--- config.mk ---
export PLATFORM = sky130hd
export DESIGN_NAME = trio_sample_packer
export DESIGN_NICKNAME = d
export VERILOG_FILES = /design/src/rtl/trio_sample_packer.sv
export SDC_FILE = /design/constraint.sdc
export NUM_CORES = 1
export LEC_CHECK = 0
export ABC_AREA = 0
export CORE_MARGIN = 1.5
export CORE_UTILIZATION = 48
export DETAILED_ROUTE_END_ITERATION = 8
export GPL_ROUTABILITY_DRIVEN = 0
export HOLD_SLACK_MARGIN = 0.1
export PLACE_DENSITY = 0.8
export SLEW_MARGIN = 20
export SYNTH_ARGS = -nofsm -noshare
export SYNTH_HDL_FRONTEND = slang
export SYNTH_SLANG_ARGS = --single-unit
--- constraint.sdc ---
create_clock -name clk -period 2.5 [get_ports clk]
set_input_delay 0.5 -clock clk [delete_from_list [all_inputs] [get_ports clk]]
set_output_delay 0.5 -clock clk [all_outputs]
set_load 0.05 [all_outputs]
--- src/rtl/trio_sample_packer.sv ---
// Packs 3-bit samples (out8_1..out8_3) into SAMPLES-wide words behind a valid/ready port,
// with flush of partial words and saturating per-channel toggle counters.
module trio_sample_packer #(
    parameter int SAMPLES = 4,
    parameter int CNT_W   = 8,
    localparam int IDX_W  = $clog2(SAMPLES + 1)
) (
    input  logic                 clk,
    input  logic                 rst_n,
    input  logic                 in_valid,
    input  logic [2:0]           in_bits,
    output logic                 in_ready,
    input  logic                 flush,
    output logic                 out_valid,
    input  logic                 out_ready,
    output logic [3*SAMPLES-1:0] out_data,
    output logic [IDX_W-1:0]     out_count,
    input  logic                 clear_cnt,
    output logic [3*CNT_W-1:0]   toggle_cnt,
    output logic [2:0]           toggle_sat
);

    // state   | meaning
    // ST_FILL | accepting samples into the fill register
    // ST_PEND | flush requested; waiting for a free out slot to emit the partial word
    typedef enum logic {ST_FILL, ST_PEND} state_t;

    localparam int DW = 3 * SAMPLES;
    localparam logic [IDX_W-1:0] LAST_IDX = IDX_W'(SAMPLES - 1);
    localparam logic [IDX_W-1:0] FULL_CNT = IDX_W'(SAMPLES);
    localparam logic [CNT_W-1:0] CNT_MAX  = {CNT_W{1'b1}};

    state_t           state_q, state_d;
    logic [IDX_W-1:0] idx_q, idx_d;
    logic [DW-1:0]    fill_q, fill_d;
    logic [DW-1:0]    out_data_q, out_data_d;
    logic [IDX_W-1:0] out_count_q, out_count_d;
    logic             out_valid_q, out_valid_d;
    logic [2:0]       last_bits_q, last_bits_d;
    logic [CNT_W-1:0] cnt_q [3];
    logic [CNT_W-1:0] cnt_d [3];
    logic [2:0]       sat_q, sat_d;

    logic          at_last;
    logic          slot_free;
    logic          ready_c;
    logic          accept;
    logic          completing;
    logic          flush_take;
    logic          pend_emit;
    logic [DW-1:0] fill_with_in;

    always_comb begin
        at_last      = (idx_q == LAST_IDX);
        slot_free    = !out_valid_q || out_ready;
        fill_with_in = fill_q;
        fill_with_in[3*int'(idx_q) +: 3] = in_bits;
    end

    // State register
    always_ff @(posedge clk or negedge rst_n) begin
        if (!rst_n) begin
            state_q <= ST_FILL;
        end else begin
            state_q <= state_d;
        end
    end

    // Next-state logic
    always_comb begin
        state_d = state_q;
        case (state_q)
            ST_FILL: if (flush_take) state_d = ST_PEND;
            ST_PEND: if (slot_free)  state_d = ST_FILL;
            default: state_d = ST_FILL;
        endcase
    end

    // FSM outputs; in_ready deliberately ignores in_valid and flush
    always_comb begin
        ready_c    = (state_q == ST_FILL) && !(at_last && out_valid_q && !out_ready);
        accept     = in_valid && ready_c;
        completing = accept && at_last;
        flush_take = (state_q == ST_FILL) && flush && !completing
                     && ((idx_q != '0) || accept);
        pend_emit  = (state_q == ST_PEND) && slot_free;
    end

    assign in_ready = ready_c;

    always_comb begin
        idx_d       = idx_q;
        fill_d      = fill_q;
        out_data_d  = out_data_q;
        out_count_d = out_count_q;
        out_valid_d = out_valid_q;
        if (out_valid_q && out_ready) begin
            out_valid_d = 1'b0;
        end
        if (completing) begin
            out_data_d  = fill_with_in;
            out_count_d = FULL_CNT;
            out_valid_d = 1'b1;
            fill_d      = '0;
            idx_d       = '0;
        end else if (accept) begin
            fill_d = fill_with_in;
            idx_d  = idx_q + 1'b1;
        end else if (pend_emit) begin
            // unused slots are already zero: fill is cleared whenever a word leaves
            out_data_d  = fill_q;
            out_count_d = idx_q;
            out_valid_d = 1'b1;
            fill_d      = '0;
            idx_d       = '0;
        end
    end

    always_ff @(posedge clk or negedge rst_n) begin
        if (!rst_n) begin
            idx_q       <= '0;
            fill_q      <= '0;
            out_data_q  <= '0;
            out_count_q <= '0;
            out_valid_q <= 1'b0;
        end else begin
            idx_q       <= idx_d;
            fill_q      <= fill_d;
            out_data_q  <= out_data_d;
            out_count_q <= out_count_d;
            out_valid_q <= out_valid_d;
        end
    end

    assign out_valid = out_valid_q;
    assign out_data  = out_data_q;
    assign out_count = out_count_q;

    // Toggle counters; clear beats a coinciding increment but last_bits still tracks the sample
    always_comb begin
        last_bits_d = accept ? in_bits : last_bits_q;
        sat_d       = sat_q;
        for (int i = 0; i < 3; i++) begin
            cnt_d[i] = cnt_q[i];
            if (accept && (in_bits[i] != last_bits_q[i])) begin
                if (cnt_q[i] == CNT_MAX) begin
                    sat_d[i] = 1'b1;
                end else begin
                    cnt_d[i] = cnt_q[i] + 1'b1;
                end
            end
            if (clear_cnt) begin
                cnt_d[i] = '0;
                sat_d[i] = 1'b0;
            end
        end
    end

    always_ff @(posedge clk or negedge rst_n) begin
        if (!rst_n) begin
            last_bits_q <= '0;
            sat_q       <= '0;
            for (int i = 0; i < 3; i++) begin
                cnt_q[i] <= '0;
            end
        end else begin
            last_bits_q <= last_bits_d;
            sat_q       <= sat_d;
            for (int i = 0; i < 3; i++) begin
                cnt_q[i] <= cnt_d[i];
            end
        end
    end

    always_comb begin
        toggle_cnt = '0;
        for (int i = 0; i < 3; i++) begin
            toggle_cnt[CNT_W*i +: CNT_W] = cnt_q[i];
        end
    end

    assign toggle_sat = sat_q;

endmodule

==> run metrics <==
status=completed; Setup Crit Path Kind=reg -> out; initial antenna violation count=0; Avg WL per Cell=between 15 and 20 microns; Layout Skew=~0.0067 ns; Tot GR Track Use=22.8%; type of origin of the critical path=register; total grt overflow=0; R2R setup slack=approximately 0.2 ns; Cell Pwr Density=approximately 960 nW/um^2; layout cells sized above 1=13.0%; fin nets=just over 400; die height=~84 microns; worst r2r src=idx_q[1]; final period utilization=between 90% and 100%; Hold Path Class=in -> async; drt drc=0; EDFF count, synth=0; DP HPWL=about 5.4 mm; highest clock rate=0.425 GHz; setup bufs post-CTS=0; I/O Buffers=52; core area=6350 sq um; total power=3.98 mW; grt peak-use layer=met2; first-pass GRT wire length=~13 mm; clk slew on worst S/H paths=roughly 0.070 ns; CP delay by family, top=flip-flops; Root Driver=clkbuf_8; final hold vios=0; Tightest Pin Transition=0.526 ns; CP Capture Type=output pin; vias in the first global route=between 2000 and 3000; unrepaired setup endpoints after global routing=no; vias per cell=roughly 6; Leakage Power=1.80 nW; # rows=29; # hold bufs at CTS=0; Critical Path Most Common Cell=ha_1; DRT iter0 DRCs=198; register area share after synthesis=about half; Max Cap Violations=0; H-Tree Depth=3; CTS tree=yes; Layout fillers=roughly 510; DRT antenna net count=0; largest net degree at the start of global routing=63; post-cts resize count=0; Seq. cell area=approximately 1600 sq um; Req. time, crit path=2.00 ns; DR pass1 iterations=6; Max IR drop VDD=~0.67 mV; CP cell instances=ha_1, ha_1, and3b_1, buf_4, nor2_2, buf_12; Yosys Warn Count=0; Post-synth top flop=dfrtp_1; CTS sink cnt=62; die width=between 80 and 90 microns; Worst path max stage delay=0.44 ns; Worst-Skew Late Latency=0.34 ns; worst path bufs/invs=2; Slew Limit Fails=0; Yosys reg bits=slightly above 60; Via Count=2812; met1 Use GR=a little under a third; Ports=53; initial core utilization=approximately half; placed cell count=460; Final Instance Count excl. Fillers=476; Netlist cell types=49; CP max FO=6; post-layout minimum cycle time=2.35 ns; clock tree buffer depth=2; Synth Cell Area=3150 sq um; Num CTS Buffers=9; multi-input combinational cell area=1500 sq um; M2 GR Usage=34.8%; met3 usage=7.02%; drt total wl=7.51 mm; post-route setup TNS=0 ns; area grow syn2layout=31.6%; Avg Inst Size Synth=9.81 sq um; R2R depth=6; Post-Synthesis Cells=321; R2R Path End=toggle_cnt[21]; Critical-path top delay cell=dfrtp_1; Syn Nets=339; Slew HR=64.8%; CP arrival=between 1.5 and 2 ns; Inserted Diodes=0; Die ar.=7050 sq um; ys async rst share=100%; # setup viols final=0
[cell usage in the layout (no fill, tap or decap), types with 6 or more instances in the layout]
cell,netlist,layout
nor2_1,18,17
a22oi_1,6,6
nand3_1,12,12
a21oi_1,26,26
inv_1,8,8
a22o_1,7,7
o21ai_0,19,19
dfrtp_1,62,62
mux2_2,6,6
clkdlybuf4s50_1,0,50
a221o_1,6,6
nor4_1,6,6
or3_1,6,6
nand2_1,33,33
and3_1,11,11
a211oi_1,7,7
buf_4,1,24
clkbuf_8,0,12
ha_1,9,9
[Yosys cell counts, types with 6 or more instances]
master,n,area [sq um]
a211oi_1,7,52.6
a21oi_1,26,130
a221o_1,6,60.1
a22o_1,7,61.3
a22oi_1,6,45.0
and3_1,11,68.8
clkbuf_1,9,33.8
dfrtp_1,62,1550
ha_1,9,113
inv_1,8,30.0
mux2_2,6,67.6
nand2_1,33,124
nand3_1,12,60.1
nor2_1,18,67.6
nor4_1,6,37.5
o21ai_0,19,95.1
or3_1,6,37.5
[power breakdown]
part | total (mW) | internal [mW] | leakage, nW | switching, mW
clock | 1.03 | 0.642 | 0.120 | 0.385
combinational | 1.63 | 0.607 | 0.832 | 1.02
sequential | 1.32 | 1.19 | 0.847 | 0.132
[final cells by class]
| cell class | instances | area share [%] |
|---|---|---|
| Clock buffer | 13 | 4.08 |
| Clock inverter | 3 | 1.57 |
| Inverter | 8 | 0.725 |
| Multi-Input combinational cell | 236 | 36.3 |
| Sequential cell | 62 | 37.5 |
| Tap cell | 77 | 2.33 |
| Timing Repair Buffer | 77 | 17.5 |
[worst max path at each step]
stage | startpoint | endpoint | slack (ns) | cells after the start
CTS | idx_q[1] | in_ready | 0.03 | 6
global route | idx_q[1] | in_ready | 0.05 | 6
global placement | in_valid | toggle_cnt[21] | 0.10 | 5
finish | idx_q[1] | in_ready | 0.15 | 6
floorplan | idx_q[0] | toggle_cnt[21] | 0.19 | 7
detailed placement | in_valid | toggle_cnt[21] | 0.07 | 5
[per-layer routing]
layer  part of all wire [%]  up-vias
met2                     50       87
met5                      0        -
met1                     43     1365
li1                       -     1353
met4                   0.83        0
met3                    6.3        7
[registers in the layout, summed over array words and instances (netlist names)]
name,flops
idx_q,3
fill_q,12
toggle_sat,3
toggle_cnt,24
out_data,12
last_bits_q,3
out_count,3
state_q,1
out_valid,1
[logic make-up after synthesis]
logic type	after synthesis	share of synthesized area, %
buffers and inverters	23	3.02
muxes	8	2.78
AOI/OAI and AO/OA	94	19.9
xor gates and xnor gates	3	0.835
DFF	62	49.3
adders and majority gates	9	3.58
and+or+nand+nor	122	20.6
[per-stage QoR]
stage / setup slack (ns) / hold slack (ns) / cell area [sq um] / utilization [%]
final: 0.146 / 0.158 / 4140 / 65.2
after global routing: 0.0541 / 0.191 / 4140 / 65.2
after CTS: 0.0253 / 0.168 / 4140 / 65.2
after detailed placement: 0.0731 / 0.487 / 3910 / 61.5
after global placement: 0.104 / 0.479 / 3910 / 61.5
after floorplan: 0.187 / 0.204 / 3150 / -
Note: power is estimated with default switching activity, not from simulation.
